$ cat src/rtl/stopwatch_core_pkg.sv
`default_nettype none
// ============================================================================
//  Module   : stopwatch_core_pkg
//  Purpose  : Shared definitions for the stopwatch core and the downstream
//             image drawer: FSM state encoding, display field widths and
//             the per-field wrap limits.
//  Ports    : none (package)
//  Revision : 1.0 - initial release
// ============================================================================
package stopwatch_core_pkg;

   typedef enum logic [1:0] {
      IDLE   = 2'd0,
      RUN    = 2'd1,
      PAUSED = 2'd2
   } sw_state_t;

   // Display field widths, also consumed by the image drawer.
   localparam int HR_W  = 4;
   localparam int MIN_W = 6;
   localparam int SEC_W = 6;
   localparam int MS_W  = 10;

   // Last legal value of each field before it wraps to zero.
   localparam logic [MS_W-1:0]  MS_MAX  = 10'd999;
   localparam logic [SEC_W-1:0] SEC_MAX = 6'd59;
   localparam logic [MIN_W-1:0] MIN_MAX = 6'd59;
   localparam logic [HR_W-1:0]  HR_MAX  = 4'd9;

endpackage
`default_nettype wire

$ cat src/rtl/stopwatch_core_tick_divider.sv
`default_nettype none
// ============================================================================
//  Module   : tick_divider
//  Purpose  : Divides the system clock down to the millisecond tick. The
//             counter advances only while enabled and simply holds its
//             value otherwise, so a paused stopwatch keeps its partial
//             period.
//  Ports    : clk    - system clock, rising edge
//             reset  - synchronous active-high reset
//             enable - count while high
//             clear  - synchronous zero of the counter
//             tick   - high for the cycle whose edge completes a period
//  Revision : 1.0 - initial release
// ============================================================================
module tick_divider
   import stopwatch_core_pkg::*;
#(
   parameter int DIV = 4
)(
   input  logic clk,
   input  logic reset,
   input  logic enable,
   input  logic clear,
   output logic tick
);

   localparam int              CNT_W = (DIV > 2) ? $clog2(DIV) : 1;
   localparam logic [CNT_W-1:0] LAST = CNT_W'(DIV - 1);

   logic [CNT_W-1:0] count;

   always_ff @(posedge clk) begin
      if (reset || clear) begin
         count <= '0;
      end else if (enable) begin
         count <= (count == LAST) ? '0 : count + 1'b1;
      end
   end

   // Qualified by enable so a held counter at LAST never produces a tick.
   assign tick = enable & (count == LAST);

endmodule
`default_nettype wire

$ cat src/rtl/stopwatch_core.sv
`default_nettype none
// ============================================================================
//  Module   : stopwatch_core
//  Purpose  : Millisecond stopwatch, 0:00:00.000 .. 9:59:59.999, with
//             run/pause, clear, lap freeze and sticky overflow.
//  Ports    : clk, reset          - clock / synchronous active-high reset
//             start_stop          - rising edge toggles run / pause
//             clear               - rising edge zeroes and stops
//             lap                 - rising edge toggles display freeze
//             hours, minutes,
//             seconds,
//             milliseconds        - registered displayed time
//             running             - high in RUN
//             lap_active          - high while the display is frozen
//             overflow            - sticky, set on wrap past 9:59:59.999
//  Revision : 1.0 - initial release
// ============================================================================
module stopwatch_core
   import stopwatch_core_pkg::*;
#(
   parameter int CLK_FREQ_HZ = 50000000,
   parameter int TICK_HZ     = 1000
)(
   input  logic             clk,
   input  logic             reset,
   input  logic             start_stop,
   input  logic             clear,
   input  logic             lap,
   output logic [HR_W-1:0]  hours,
   output logic [MIN_W-1:0] minutes,
   output logic [SEC_W-1:0] seconds,
   output logic [MS_W-1:0]  milliseconds,
   output logic             running,
   output logic             lap_active,
   output logic             overflow
);

   localparam int DIV = CLK_FREQ_HZ / TICK_HZ;

   logic             start_stop_q, clear_q, lap_q;
   logic             armed;
   logic             start_stop_rise, clear_rise, lap_rise;
   sw_state_t        state;
   logic             div_enable;
   logic             tick;
   logic [HR_W-1:0]  live_hr;
   logic [MIN_W-1:0] live_min;
   logic [SEC_W-1:0] live_sec;
   logic [MS_W-1:0]  live_ms;

   // Input history. 'armed' masks the first cycle after reset so a level
   // that is already high at release is not mistaken for a new edge.
   always_ff @(posedge clk) begin
      if (reset) begin
         start_stop_q <= 1'b0;
         clear_q      <= 1'b0;
         lap_q        <= 1'b0;
         armed        <= 1'b0;
      end else begin
         start_stop_q <= start_stop;
         clear_q      <= clear;
         lap_q        <= lap;
         armed        <= 1'b1;
      end
   end

   assign start_stop_rise = armed & start_stop & ~start_stop_q;
   assign clear_rise      = armed & clear      & ~clear_q;
   assign lap_rise        = armed & lap        & ~lap_q;

   // Run/pause state machine; clear overrides any start_stop edge.
   always_ff @(posedge clk) begin
      if (reset || clear_rise) begin
         state   <= IDLE;
         running <= 1'b0;
      end else if (start_stop_rise) begin
         case (state)
            RUN: begin
               state   <= PAUSED;
               running <= 1'b0;
            end
            default: begin
               state   <= RUN;
               running <= 1'b1;
            end
         endcase
      end
   end

   assign div_enable = (state == RUN);

   tick_divider #(
      .DIV    (DIV)
   ) u_tick_divider (
      .clk    (clk),
      .reset  (reset),
      .enable (div_enable),
      .clear  (clear_rise),
      .tick   (tick)
   );

   // Live count, display registers and lap freeze. The display loads the
   // pre-edge live value whenever it is not frozen; a freezing lap edge
   // takes that same load, and an unfreezing lap edge forces it.
   always_ff @(posedge clk) begin
      if (reset || clear_rise) begin
         live_hr      <= '0;
         live_min     <= '0;
         live_sec     <= '0;
         live_ms      <= '0;
         hours        <= '0;
         minutes      <= '0;
         seconds      <= '0;
         milliseconds <= '0;
         lap_active   <= 1'b0;
         overflow     <= 1'b0;
      end else begin
         // Full carry chain resolves within one edge.
         if (tick) begin
            if (live_ms == MS_MAX) begin
               live_ms <= '0;
               if (live_sec == SEC_MAX) begin
                  live_sec <= '0;
                  if (live_min == MIN_MAX) begin
                     live_min <= '0;
                     if (live_hr == HR_MAX) begin
                        live_hr  <= '0;
                        overflow <= 1'b1;
                     end else begin
                        live_hr <= live_hr + 1'b1;
                     end
                  end else begin
                     live_min <= live_min + 1'b1;
                  end
               end else begin
                  live_sec <= live_sec + 1'b1;
               end
            end else begin
               live_ms <= live_ms + 1'b1;
            end
         end

         if (!lap_active || lap_rise) begin
            hours        <= live_hr;
            minutes      <= live_min;
            seconds      <= live_sec;
            milliseconds <= live_ms;
         end

         // Unfreeze from any state; freeze only while running.
         if (lap_rise) begin
            lap_active <= ~lap_active & (state == RUN);
         end
      end
   end

endmodule
`default_nettype wire
$ cat config.mk
export PLATFORM = sky130hd
export DESIGN_NAME = stopwatch_core
export DESIGN_NICKNAME = d
export VERILOG_FILES = /design/src/rtl/stopwatch_core_pkg.sv /design/src/rtl/stopwatch_core_tick_divider.sv /design/src/rtl/stopwatch_core.sv
export SDC_FILE = /design/constraint.sdc
export NUM_CORES = 1
export LEC_CHECK = 0
export CAP_MARGIN = 5
export CORE_MARGIN = 3
export CORE_UTILIZATION = 25
export CTS_CLUSTER_SIZE = 25
export DETAILED_ROUTE_END_ITERATION = 10
export PLACE_DENSITY = 0.5
export SYNTH_ARGS = -nofsm -noshare
export SYNTH_HDL_FRONTEND = slang
export SYNTH_HIERARCHICAL = 1
export SYNTH_SLANG_ARGS = --single-unit
$ cat constraint.sdc
create_clock -name clk -period 3.9 [get_ports clk]
set_clock_uncertainty 0.1 [all_clocks]
set_input_delay 0.39 -clock clk [delete_from_list [all_inputs] [get_ports clk]]
set_output_delay 0.39 -clock clk [all_outputs]
set_load 0.05 [all_outputs]
After elaboration in Yosys (flattened, before gate mapping)

Cells that the tools add are included.

Register bits after elaboration: 77
Input port bits: 5
Output and inout port bits: 29
Logic and storage cells: 55

Add/subtract/negate cells: 5
Eq/ne operators: 6
Muxes and demuxes: 8
Bitwise logic cells: 12
Reductions and logical operators: 7

Operator list:

| cell                  | number |
|---|---|
| $add 16x1->16 const B | 1 |
| $eq 16x16->1 const B  | 1 |
| $mux 16               | 1 |
| $add 6x1->6 const B   | 2 |
| $eq 6x6->1 const B    | 2 |
| $mux 6                | 2 |
| $add 10x1->10 const B | 1 |
| $eq 10x10->1 const B  | 1 |
| $mux 10               | 1 |
| $and 1x1->1           | 8 |
| $reduce_and 5->1      | 1 |
| $add 4x1->4 const B   | 1 |
| $eq 4x4->1 const B    | 1 |
| $mux 4                | 1 |
| $not 1->1             | 4 |
| $reduce_and 4->1      | 1 |
| $reduce_and 3->1      | 1 |
| $eq 2x1->1 const B    | 1 |
| $logic_or 1x1->1      | 2 |
| $mux 1                | 2 |
| $mux 2                | 1 |
| $reduce_and 2->1      | 1 |
| $logic_not 1->1       | 1 |

Depth between registers and ports, before layout

Gate-level depths: netlist of run 1.

Depth in word-level cells: 3
Depth in mapped cells: 11
Depth with buffers taken out: 8

By module

The synthesis of run 1 kept the hierarchy.

By module, submodules not included:

| module         | instances | cells an instance | area each (um^2) | sequential area each (um^2) |
|---|---|---|---|---|
| stopwatch_core | 1         | 298               | 2454.9           | 1201.2 |
| tick_divider   | 1         | 83                | 739.5            | 320.3 |

Worst setup path after synthesis of run 1

No wires, ideal clock.

Kind: flip-flop to flip-flop
Start point: register u_tick_divider.count[12]
End point: register live_hr[3]
Library setup time: 74 ps
Arrival time: 2806 ps
Data required time: 3726 ps
Slack: 920 ps
Cell stages (with the launch flop): 9
Buffers on the path: 1
Clock period less this slack: 2980 ps
Path through: dfxtp_1 or4b_1 or4b_4 nor3_1 clkbuf_2 nand4_1 or4_1 or4_1 a31oi_1

Cells in the longest elaborated chain, start to end: 3

Ends and longest elaborated chain:

| item                       | line                              | text |
|---|---|---|
| start: declaration         | stopwatch_core_tick_divider.sv:30 | `logic [CNT_W-1:0] count;` |
| start signal: assignment   | stopwatch_core_tick_divider.sv:36 | `count <= (count == LAST) ? '0 : count + 1'b1;` |
| $eq 16x16->1               | stopwatch_core_tick_divider.sv:41 | `assign tick = enable & (count == LAST);` |
| $and 1x1->1                | stopwatch_core_tick_divider.sv:41 |  |
| via tick                   | stopwatch_core.sv:45              | `logic tick;` |
| $reduce_and 4->1 (no line) | n/a                               |  |
| end signal: assignment     | stopwatch_core.sv:130             | `live_hr <= live_hr + 1'b1;` |
| end: declaration           | stopwatch_core.sv:46              | `logic [HR_W-1:0] live_hr;` |

The timed path passes the listed nets, and every way through them passes these cells.
A chain may end at the register's enable or synchronous reset.

Worst setup path after layout of run 1

Start point: register u_tick_divider.count[12]
End point: register live_min[4]

Cells in the longest elaborated chain, start to end: 3

Ends and longest elaborated chain:

| item                       | line                              | text |
|---|---|---|
| $eq 16x16->1               | stopwatch_core_tick_divider.sv:41 |  |
| $and 1x1->1                | stopwatch_core_tick_divider.sv:41 |  |
| via tick                   | stopwatch_core.sv:45              |  |
| $reduce_and 3->1 (no line) | n/a                               |  |
| end signal: assignment     | stopwatch_core.sv:133             | `live_min <= live_min + 1'b1;` |
| end: declaration           | stopwatch_core.sv:47              | `logic [MIN_W-1:0] live_min;` |

The timed path passes the listed nets, and every way through them passes these cells.

==> flow_summary.yaml, run 1 <==
clock_tree:
  htreeDepth: 3
  numCtsBuffers: 9
  numClockSinks: 76
  cts_root_buffer: "clkbuf_16"
  post_cts_buffers: 0
  ctsResizeCount: 0
  hold_buffers: 0
  clock_latency_ps: 330
  clk_pin_slew_ps: 60
  cts.path.max_buffers: 2
  cts_tree: "done"
timing:
  maxSlewViolCount: 0
  setup_viol: 0
  tightest_slew_ps: 985
  finalCritPeriodShare: 0.842
  period_needed_ps: 3280
  fin_tns_setup_ps: 0
  hold_viol: 0
  rsz0062_at_grt: "no"
  layout_setup_ws_ps: 618
  hold_ws_ps: 346
  relSlewSlack: 0.343
  fmax_mhz: 305
routing:
  drt_iter0_markers: 109
  drc: 0
  firstDrtPassIters: 4
  dr_total_vias: 2613
  viasPerCell: 4.50
  routedWlPerCell_um: 12.2
  wl_mm: 7.07
  ant_nets: 0
logic_synthesis:
  synth_adder_area_share: 0.0157
  synth-simple-area-share: 0.288
  synth_flop_cell: "dfxtp_1"
  synth-async-reset-ratio: 0
  synthCells: 381
  avgSynthCellArea_um2: 8.38
  syn_area_um2: 3190
  seq_area_frac_synth: 0.476
  synth-warning-count: 6
  synth_fp_nets: 390
  ys_types: 45
  synth_edf_count: 0
  ys_ff_latch: 76
  muxShareOfSynthArea: 0.00940
  synth_top_family_by_area: "simple AND/OR/NAND/NOR gates"
  synth-xor-area-share: 0.0685
  synth_compound_area_frac: 0.114
worst_setup_path:
  crit_type: "reg2reg"
  cp.required_ps: 4030
  worstSetupStartpointType: "flop"
  critPathBufInv: 1
  max_stage_delay_ps: 550
  arrival_ps: 3410
  slowest_stage: "or4b_4"
  worst-path-max-fanout: 13
  crit_path_cell_trace: "or4b_1, or4b_4, nor3_1, buf_4, and2_0, nand3_1, o31a_1, a311oi_1"
  cp-end-kind: "flop"
  critPathTopFamily: "simple AND/OR/NAND/NOR gates"
cells_and_area:
  diodes: 0
  fillCellCount: 1298
  area_growth_pct: 23.7
  final-seq-area_um2: 1520
  multi_input_area_um2: 1580
  layout_common_cells: "nand2_1 (79), dfxtp_1 (76), a21oi_1 (39)"
  final_common_cell: "nand2_1"
  fin_nets: 417
  drive_above_1_share: 0.0533
die:
  dieArea_um2: 14200
  die_h_um: 119
  initial_core_util: 0.261
  num_rows: 40
  core_area_um2: 12300
  ios: 34
  die_x_um: 119
run_status:
  status: "finished, final reports clean"
global_routing:
  top_usage_layer: "met2"
  met3_usage: 0.0280
  grtUsageTotal: 0.103
  overflow: 0
  grt_pass1_wl_mm: 11.9
  grt_pass1_vias: 2434
  met1_usage: 0.130
  grtUsageMet2: 0.168
  antenna_found_initial: 0
  grt_max_degree: 41
pwr:
  p_per_area_nw_per_um2: 410
  power.leakage_nw: 1.26
  finalPower_w: 0.00162
  vdd_drop_max_mv: 0.181
place:
  dpl.hpwl_mm: 4.84
  gp_congestion: 0.774
  port_buffers: 33
  place_ws_ps: 628
run:
  drv_cap: 0
worst_hold_path:
  worstHoldPathType: "reg2reg"
## power breakdown
| group | total, W | internal (W) | switching (W) | leakage (nW) |
|---|---|---|---|---|
| Combinational | 0.0000400 | 0.0000112 | 0.0000287 | 0.503 |
| Sequential | 0.000782 | 0.000780 | 0.00000206 | 0.613 |
| Clock | 0.000798 | 0.000492 | 0.000306 | 0.139 |
| Total | 0.00162 | 0.00128 | 0.000337 | 1.26 |
## worst paths after layout
check / start / to / slack (ps) / cells past startpoint
setup / recovery: u_tick_divider/count[12] / live_min[4] / 620 / 8
hold / removal: seconds[5] / seconds[5] / 350 / 2
setup reg to reg: u_tick_divider/count[12] / live_min[4] / 620 / 8
hold reg to reg: seconds[5] / seconds[5] / 350 / 2
## final cells by class
cell class | instances | share of cell area
clock buffers | 11 | 0.0589
inverters | 4 | 0.00380
well taps | 168 | 0.0532
clock inverters | 5 | 0.0133
repair buffers | 34 | 0.0855
multi-input cells | 283 | 0.400
flip-flops and latches | 76 | 0.385
## Yosys cell counts (2+ instances only)
cell type	number	area share
and2_1	3	0.0059
nand3b_1	2	0.0047
or4_1	5	0.012
o211a_1	2	0.0063
nand4_1	14	0.027
ha_1	4	0.016
a311oi_1	2	0.0055
nand3_1	8	0.013
xnor2_1	18	0.049
clkbuf_1	15	0.018
o31ai_1	4	0.0094
o21ai_0	7	0.011
and3b_1	2	0.0055
mux2i_1	3	0.0094
nor3_1	9	0.014
nor2b_1	5	0.0098
nand2_1	79	0.093
inv_1	4	0.0047
dfxtp_1	76	0.48
or3_1	7	0.014
a21oi_1	39	0.061
nor4_1	5	0.0098
and3_1	2	0.0039
a31oi_1	2	0.0039
xor2_1	7	0.019
nor2_1	38	0.045
## metrics by stage
step	util	cells	instance area, µm²
4_1_cts	0.322	581	3950
6_report	0.322	581	3950
3_3_place_gp	0.299	565	3670
2_1_floorplan	-	381	3190
3_5_place_dp	0.299	565	3670
5_1_grt	0.322	581	3950
## layer usage
layer,vias to the layer above,part of all wire
met5,-,0
li1,1368,-
met2,36,0.47
met4,0,0.014
met3,10,0.030
met1,1199,0.49
## kinds of logic after synthesis
family	Yosys count
muxes	3
AOI/OAI and AO/OA	61
DFF	76
xor gates and xnor gates	25
buffers and inverters	22
adders and majority gates	4
and+or+nand+nor	190
## registers in the layout (all words and copies together), names as in the netlist
signal                cells
armed                     1
lap_active                1
live_hr                   4
clear_q                   1
state                     2
overflow                  1
live_ms                  10
minutes                   6
seconds                   6
start_stop_q              1
milliseconds             10
u_tick_divider/count     16
lap_q                     1
live_sec                  6
live_min                  6
hours                     4
## tightest hold or removal path, stage by stage (launching register included)
cell and delay (ps):
dfxtp_1 300, nand2_1 50, a21oi_1 50
(Power assumes the default switching activity.)
==> run 2: changes to the inputs <==
- PLACE_DENSITY: 0.5 -> 0.51
- clock period: 3.9 -> 2.7 ns (I/O delays scaled with it)
==> flow_summary.yaml, run 2 (synthesis results as in run 1) <==
timing:
  relSlewSlack: 0.336
  layout_setup_ws_ps: -107
  rsz0062_at_grt: "yes"
  finalCritPeriodShare: 1.04
  fin_tns_setup_ps: -107
  hold_viol: 0
  tightest_slew_ps: 996
  maxSlewViolCount: 0
  fmax_mhz: 356
  period_needed_ps: 2810
  setup_viol: 1
run_status:
  violations: "negative setup slack"
  status: "finished, violations left"
global_routing:
  antenna_found_initial: 0
  grt_max_degree: 33
  grt_pass1_vias: 2650
  overflow: 0
  grtUsageTotal: 0.111
  grt_pass1_wl_mm: 12.8
routing:
  firstDrtPassIters: 4
  dr_total_vias: 2732
  ant_nets: 0
  routedWlPerCell_um: 12.3
  wl_mm: 7.46
  drc: 0
  drt_iter0_markers: 145
  viasPerCell: 4.52
die:
  num_rows: 40
  die_h_um: 119
  core_area_um2: 12300
  die_x_um: 119
  dieArea_um2: 14200
  ios: 34
  initial_core_util: 0.261
pwr:
  clockPowerShare: 0.509
  p_per_area_nw_per_um2: 581
  swShare: 0.207
  finalPower_w: 0.00245
  vdd_drop_max_mv: 0.239
  pwr-share-seq: 0.462
  p_sw_w: 0.000506
  comb_power_share: 0.030
  power.leakage_nw: 1.41
  intPower_w: 0.00194
clock_tree:
  ctsResizeCount: 5
  cts.path.max_buffers: 2
  htreeDepth: 3
  clk_pin_slew_ps: 60
  numCtsBuffers: 9
  clock_latency_ps: 330
  cts_tree: "done"
  numClockSinks: 76
  cts_root_buffer: "clkbuf_16"
  hold_buffers: 0
  post_cts_buffers: 0
worst_setup_path:
  slowest_stage: "or4b_4"
  crit_path_cell_trace: "or4b_1, or4b_4, nor3_4, nand4_1, or4_4, or4_1, a31oi_1"
  cp.required_ps: 2870
  critPathTopFamily: "simple AND/OR/NAND/NOR gates"
  crit_type: "reg2reg"
  reg2reg_depth: 7
  crit_cells: 7
  max_stage_delay_ps: 520
  cp-end-kind: "flop"
  worst-path-max-fanout: 4
  critPathBufInv: 0
  worstSetupStartpointType: "flop"
  arrival_ps: 2970
cells_and_area:
  reg_top3: "u_tick_divider/count (16), live_ms (10), milliseconds (10)"
  diodes: 0
  regMostFlops: "u_tick_divider/count"
  fin_nets: 441
  area_growth_pct: 31.9
  final_common_cell: "nand2_1"
  layout_common_cells: "nand2_1 (79), dfxtp_1 (74), a21oi_1 (39)"
  largest_reg_flops: 16
  layout.cells.non_filler: 604
  drive_above_1_share: 0.126
place:
  dpl.cell_count: 589
  gp_congestion: 0.835
  port_buffers: 33
  dpl.hpwl_mm: 5.26
worst_hold_path:
  worstHoldPathType: "reg2reg"
  worstHoldPathCells: 2
run:
  drv_cap: 0
-- run 2: path summary, 6_finish.rpt --
path | from | to | slack [ps]
max | u_tick_divider/count[11] | live_hr[3] | -110
min | overflow | overflow | 350
max reg2reg | u_tick_divider/count[11] | live_hr[3] | -110
min reg2reg | overflow | overflow | 350
-- run 2: power groups by stage --
| stage | Clock (W) | Combinational, W | Sequential (W) |
|---|---|---|---|
| after floorplan | 0 | 0.0000370 | 0.00116 |
| after global placement | 0 | 0.0000730 | 0.00115 |
| after detailed placement | 0 | 0.0000737 | 0.00115 |
| after CTS | 0.00128 | 0.0000742 | 0.00113 |
| after global routing | 0.00132 | 0.0000806 | 0.00113 |
| final | 0.00124 | 0.0000729 | 0.00113 |
-- run 2: per-stage QoR --
step / area, µm² / utilization / setup WS (ps) / hold slack (ps)
4_1_cts: 4210 / 0.343 / -126 / 350
3_3_place_gp: 3880 / 0.316 / -111 / 340
2_1_floorplan: 3200 / - / -143 / 227
3_5_place_dp: 3880 / 0.316 / -165 / 342
5_1_grt: 4210 / 0.344 / -256 / 369
6_report: 4210 / 0.344 / -107 / 347
-- run 2: routing by layer --
metal	track usage	share of wire	vias up	wire length, µm
met2	0.178	0.46	41	3420
li1	-	-	1420	-
met1	0.138	0.49	1261	3640
met3	0.0313	0.036	10	268
met5	0	0	-	0
met4	0.0485	0.017	0	127
-- run 2: worst min-delay path: cells and delay by family (launching register included) --
| family | cells | cell delay (ps) |
|---|---|---|
| flops | 1 | 310 |
| compound gates | 1 | 50 |
| buf+inv | 1 | 50 |
-- run 2: final cells by class --
type | count | area, µm²
clock buffer | 12 | 267
clock inverter | 3 | 45.0
fill | 1299 | 8050
inverter | 4 | 15.0
multi-input combinational | 283 | 1610
sequential | 76 | 1520
tap | 168 | 210
timing repair buffer | 58 | 543
==> run 3: changes to the inputs <==
- CAP_MARGIN: 5 -> unset
==> results of run 3 <==
Same layout as run 2: the final DEF is identical, and so are final timing and power.
